**src/rtl/pool_map_reader.sv**
```systemverilog
// Streams the pooled feature map out of the L2 output BRAM over valid/ready,
// using a 2-entry FIFO and credit-limited reads. Define POOL_READER_RELU_EN to apply ReLU on read.
module pool_map_reader #(
  parameter int DATA_WIDTH = 16,
  parameter int MAP_DIM    = 14,
  parameter int ADDR_WIDTH = 8
) (
  input  logic                  clk,
  input  logic                  rst,
  input  logic                  start,
  output logic                  ram_en,
  output logic [ADDR_WIDTH-1:0] ram_addr,
  input  logic [DATA_WIDTH-1:0] ram_dout,
  output logic [DATA_WIDTH-1:0] out_data,
  output logic                  out_valid,
  input  logic                  out_ready,
  output logic                  out_last,
  output logic                  busy,
  output logic                  done
);
  localparam int NUM_ELEMS = MAP_DIM * MAP_DIM;
  localparam logic [ADDR_WIDTH-1:0] LAST_IDX = ADDR_WIDTH'(NUM_ELEMS - 1);

  typedef enum logic [1:0] {IDLE, READ, DRAIN} state_t;

  state_t                        state;
  logic [ADDR_WIDTH-1:0]         rd_cnt;
  logic [ADDR_WIDTH-1:0]         out_cnt;
  logic                          inflight;
  logic [1:0]                    fifo_count;
  logic                          wr_ptr;
  logic                          rd_ptr;
  logic signed [DATA_WIDTH-1:0]  fifo_mem [2];
  logic signed [DATA_WIDTH-1:0]  din_p1;
  logic                          pop;
  logic [2:0]                    credit_used;

`ifdef POOL_READER_RELU_EN
  function automatic logic signed [DATA_WIDTH-1:0] relu(input logic signed [DATA_WIDTH-1:0] x);
    return (x < 0) ? '0 : x;
  endfunction

  assign din_p1 = relu(signed'(ram_dout));
`else
  assign din_p1 = signed'(ram_dout);
`endif

  // Credits: buffered entries plus the read in flight, less the entry leaving now.
  assign pop         = out_valid & out_ready;
  assign credit_used = {1'b0, fifo_count} + {2'b00, inflight} - {2'b00, pop};
  assign ram_en      = (state == READ) && (credit_used < 3'd2);
  assign ram_addr    = rd_cnt;

  assign out_valid = (fifo_count != 2'd0);
  assign out_data  = out_valid ? fifo_mem[rd_ptr] : '0;
  assign out_last  = out_valid && (out_cnt == LAST_IDX);
  assign busy      = (state != IDLE);

  always_ff @(posedge clk) begin
    if (rst) begin
      state      <= IDLE;
      rd_cnt     <= '0;
      out_cnt    <= '0;
      inflight   <= 1'b0;
      fifo_count <= 2'd0;
      wr_ptr     <= 1'b0;
      rd_ptr     <= 1'b0;
      done       <= 1'b0;
    end else begin
      inflight   <= ram_en;
      done       <= 1'b0;
      fifo_count <= fifo_count + {1'b0, inflight} - {1'b0, pop};
      if (inflight) wr_ptr <= ~wr_ptr;
      if (pop) begin
        rd_ptr  <= ~rd_ptr;
        out_cnt <= out_cnt + 1'b1;
      end
      case (state)
        IDLE: begin
          if (start) begin
            state   <= READ;
            rd_cnt  <= '0;
            out_cnt <= '0;
          end
        end
        READ: begin
          if (ram_en) begin
            if (rd_cnt == LAST_IDX) state <= DRAIN;
            else                    rd_cnt <= rd_cnt + 1'b1;
          end
        end
        DRAIN: begin
          if (pop && out_last) begin
            state <= IDLE;
            done  <= 1'b1;
          end
        end
        default: state <= IDLE;
      endcase
    end
  end

  // Read data lands one cycle after issue; the write is gated only by inflight.
  always_ff @(posedge clk) begin
    if (inflight) fifo_mem[wr_ptr] <= din_p1;
  end

endmodule

```
**config.mk**
```make
export PLATFORM = sky130hd
export DESIGN_NAME = pool_map_reader
export DESIGN_NICKNAME = d
export VERILOG_FILES = /design/src/rtl/pool_map_reader.sv
export SDC_FILE = /design/constraint.sdc
export NUM_CORES = 1
export LEC_CHECK = 0
export BUFFER_PORTS_ARGS = -buffer_cell sky130_fd_sc_hd__buf_2
export CORE_MARGIN = 2
export CORE_UTILIZATION = 44
export DETAILED_ROUTE_END_ITERATION = 8
export PLACE_DENSITY = 0.66
export SETUP_SLACK_MARGIN = 0.1
export SLEW_MARGIN = 20
export SYNTH_ARGS = -nofsm -noshare
export SYNTH_HDL_FRONTEND = slang
export SYNTH_SLANG_ARGS = --single-unit
```
**constraint.sdc**
```tcl
create_clock -name clk -period 6.4 [get_ports clk]
set_input_delay 1.28 -clock clk [delete_from_list [all_inputs] [get_ports clk]]
set_output_delay 1.28 -clock clk [all_outputs]
set_load 0.02 [all_outputs]
```
# == Word level (Yosys, flattened, before mapping) ==
# Memories as Yosys holds them, arrays and structs flattened. A register that Yosys moved wholly into a read port is not among the register bits.
# Index checks and enable logic that the tools add are counted.
# word_totals
elab_cells,57
ram_bits,32
ff_bits,24
memories,1
# mem_list
name,depth,word_bits,rd,rd_ports_with_merged_regs,write_ports,line_no,source
fifo_mem,2,16,1,1,1,33,logic signed [DATA_WIDTH-1:0] fifo_mem [2];
# op_classes
n_bitwise,4
reduce_logical,10
eq_ne,9
n_mux,18
order_cmp,1
add_sub_neg,6
# ops
op,count
8-bit two-way mux,6
8-bit by 1-bit adder with 8-bit output (second input constant),2
8-bit == test (second input constant),2
16-bit two-way mux,1
8-bit one-hot mux with 2 select lines,1
2-bit two-way mux,4
2-bit inequality test (second input constant),4
4-bit AND reduction,2
2-bit one-hot mux with 3 select lines,1
2-bit nonzero test,3
1-bit two-way mux,5
2-bit by 1-bit adder with 3-bit output,1
1-bit logical AND,3
3-bit by 2-bit < comparator with 1-bit output (second input constant),1
1-bit NOT,3
3-bit by 1-bit subtractor with 3-bit output,1
2-bit by 1-bit adder with 2-bit output,1
2-bit by 1-bit == test with 1-bit output (second input constant),1
2-bit == test (second input constant),1
2-bit logical NOT,1
2-bit by 1-bit inequality test with 1-bit output (second input constant),1
2-bit OR reduction,1
2-bit by 1-bit subtractor with 2-bit output,1
1-bit bitwise AND,1

# == Longest topological paths before layout ==
# depth
word_depth,7
mapped_depth,12
mapped_depth_nobuf,9

# == Least setup slack after synthesis ==
# No wires, ideal clock.
# synth_path
path_type,input to output
startpoint,in out_ready
endpoint,out ram_en
path_buffers,1
stages,8
arrival_time_ps,3202
setup_slack_ps,1918
cell_sequence,o21a_1 -> clkbuf_1 -> nand2_1 -> o21ai_0 -> ha_1 -> fa_1 -> or3b_1 -> nor2_1
# synth_via
elab_chain_len,4
# synth_rtl
element,line_no,source
"start, declared",16,"input logic out_ready,"
1-bit bitwise AND,49,assign pop = out_valid & out_ready;
3-bit by 1-bit subtractor with 3-bit output,50,"assign credit_used = {1'b0, fifo_count} + {2'b00, inflight} - {2'b00, pop};"
net credit_used[1],36,logic [2:0] credit_used;
3-bit by 2-bit < comparator with 1-bit output,51,assign ram_en = (state == READ) && (credit_used < 3'd2);
1-bit logical AND,51,
"end, declared",11,"output logic ram_en,"
# The timed path passes the listed nets, and every way through them passes these cells.

# == Worst setup path in the final report ==
# Ends and elaborated chain as after synthesis.

==> out/qor.txt <==
Post-synth ARST share = 0%
Setup CP Type = primary input to primary output
Post-CTS Setup Inserts = 0
post_cts resized = 0
Seq/Total Area, Yosys = 60.2%
Syn Inst Count = 204
Total Power = 1.05 mW
P per Cell Area = 360 nW/um2
crit path time final = 4.56 ns
Worst Hold Class = register to register
RSZ-0062 raised after global routing = false
routability cong. = 0.738
die area = 6130 um2
Post-DRT Antenna Nets = 0
starting density of the core = 44.9%
top-level port count = 49
leakage = 1.08 nW
drt drc = 0
most frequent cells in the layout = 48 x buf_2, 33 x nor2_1, 32 x edfxtp_1
maximum clock rate = 219 MHz
R2R depth = 9
Clock Path Buffers = 2
unique cell type count in the Yosys netlist = 43
Setup crit end kind = primary output
placed cells = 317
VDD IR max = 157 uV
TritonRoute pass-1 iters = 4
Post-Route Setup TNS = 0 ns
Logic pwr share = 28.6%
Root Buffer = clkbuf_8
H-tree levels = 3
worst hold stages = 2
# Max-Cap Violations = 0
vias = 1,656
vias in the first global route = 1,530
WP data arrival = 3.28 ns
clock network fraction of design power = 27.1%
antenna fix cells = 0
DR iter-0 viols = 88
slew margin rel. = 37.6%
Layout Nets = 280
Finish-stage setup viols = 0
Critical Path RT = 5.12 ns
cell area after synthesis = 2430 um2
number of synthesized flops with an enable pin = 32
synthesized net count = 228
Vias/cell = 4.97
Die Y = 78.3 um
Final Max Slew Viols = 0
Synth Register Bits = 57
outcome = completed
final hold vios = 0
Post-DP HPWL = 2830 um
Congestion Overflow GR = 0
layout cells sized above 1 = 28.4%
Total Routing Usage GR = 14.5%
register share of total power = 44.3%
worst-path maximum fanout = 8
clock tree sinks = 57
total CTS buffers = 9
Setup crit start kind = primary input
Switching Fraction = 33.6%
Core Area = 5410 um2
Finished Layout Cells = 333
syn_area_per_cell = 11.9 um2
Primary FF master, synth = edfxtp_1
Wirelength per Cell = 12.4 um
Worst-path clk slew = 0.06 ns
Worst-Skew Late Latency = 0.32 ns
Port Buffers = 48
initial antenna violation count = 0
Final period util = 71.3%
commonest non-fill, non-tap cell in the layout = buf_2
internal power = 695 uW
first-pass GRT wire length = 6790 um
hold buffers post-CTS = 0
Psw = 351 uW
number of core rows = 27
Clock Skew = 0.00690 ns
die extent in x = 78.3 um
Total Wirelength = 4140 um
largest net degree at the start of global routing = 17
Area Growth Syn to Fin = 19.5%
YS warnings = 0
CTS tree = yes
Worst-Margin Slew = 0.935 ns
cells by family after synthesis:
group                      share of synthesized area [%]
buffers and inverters                               2.58
and+or+nand+nor                                     17.9
DFF                                                 60.2
muxes                                               6.59
AOI/OAI and AO/OA                                   6.08
adders and majority gates                           2.37
xor gates and xnor gates                            4.28
layer usage:
metal	part of all wire [%]	up-vias	track usage (%)
met1	47	759	18.3
met5	0	-	0
li1	-	845	-
met4	1.5	0	6.84
met3	6.9	6	5.52
met2	45	46	22.2
flip-flops by register name (all words and copies together), names as in the netlist, named ones only:
register and flops:
fifo_mem 32, inflight 1, done 1, fifo_count 2, out_cnt 8, state 2, rd_ptr 1, ram_addr 8
wr_ptr 1
final cells by class:
cell class	instances	area [um2]
timing repair buffer	50	255
clock inverter	5	31.3
fill	481	2500
sequential	57	1460
inverter	5	18.8
clock buffer	11	141
tap	72	90.1
multi-input combinational	133	905
through the flow:
stage | utilization [%] | area [um2] | setup WS (ns) | hold slack (ns)
global route | 53.7 | 2900 | 1.66 | 0.525
finish | 53.7 | 2900 | 1.84 | 0.489
floorplan | - | 2430 | 1.92 | 0.454
detailed placement | 50.5 | 2730 | 1.81 | 0.473
global placement | 50.5 | 2730 | 1.86 | 0.465
CTS | 53.7 | 2900 | 1.81 | 0.494
cell usage after synthesis (5+ instances only):
master    count  share of area [%]
a21oi_1       9                1.9
or4_1         5                1.5
nand2_1       6               0.93
xnor2_1       7                2.5
clkbuf_1      6               0.93
inv_1         5               0.77
dfxtp_1      25                 21
edfxtp_1     32                 40
nand4_1       6                1.5
mux2i_1      16                6.6
nor2_1       33                5.1
power groups by stage:
| stage | combinational (mW) | sequential [mW] | clock (mW) |
|---|---|---|---|
| after floorplan | 0.240 | 0.451 | 0 |
| after global placement | 0.299 | 0.470 | 0 |
| after detailed placement | 0.302 | 0.471 | 0 |
| after CTS | 0.304 | 0.464 | 0.298 |
| after global routing | 0.331 | 0.468 | 0.311 |
| final | 0.299 | 0.463 | 0.283 |
worst max-delay path, stage by stage:
cell and delay (ns):
buf_2 0.09, o21a_1 0.28, nand2_1 0.14, o21ai_0 0.10
ha_1 0.19, fa_1 0.48, or3b_1 0.43, nor2_1 0.11
buf_2 0.17
worst paths after layout:
path                               startpoint     endpoint  slack [ns]
worst max-delay path                out_ready       ram_en        1.84
worst min-delay path               out_cnt[1]   out_cnt[1]        0.49
worst max register to register  fifo_count[1]  ram_addr[7]        3.52
worst min register to register     out_cnt[1]   out_cnt[1]        0.49
Note: power is estimated with default switching activity, not from simulation.
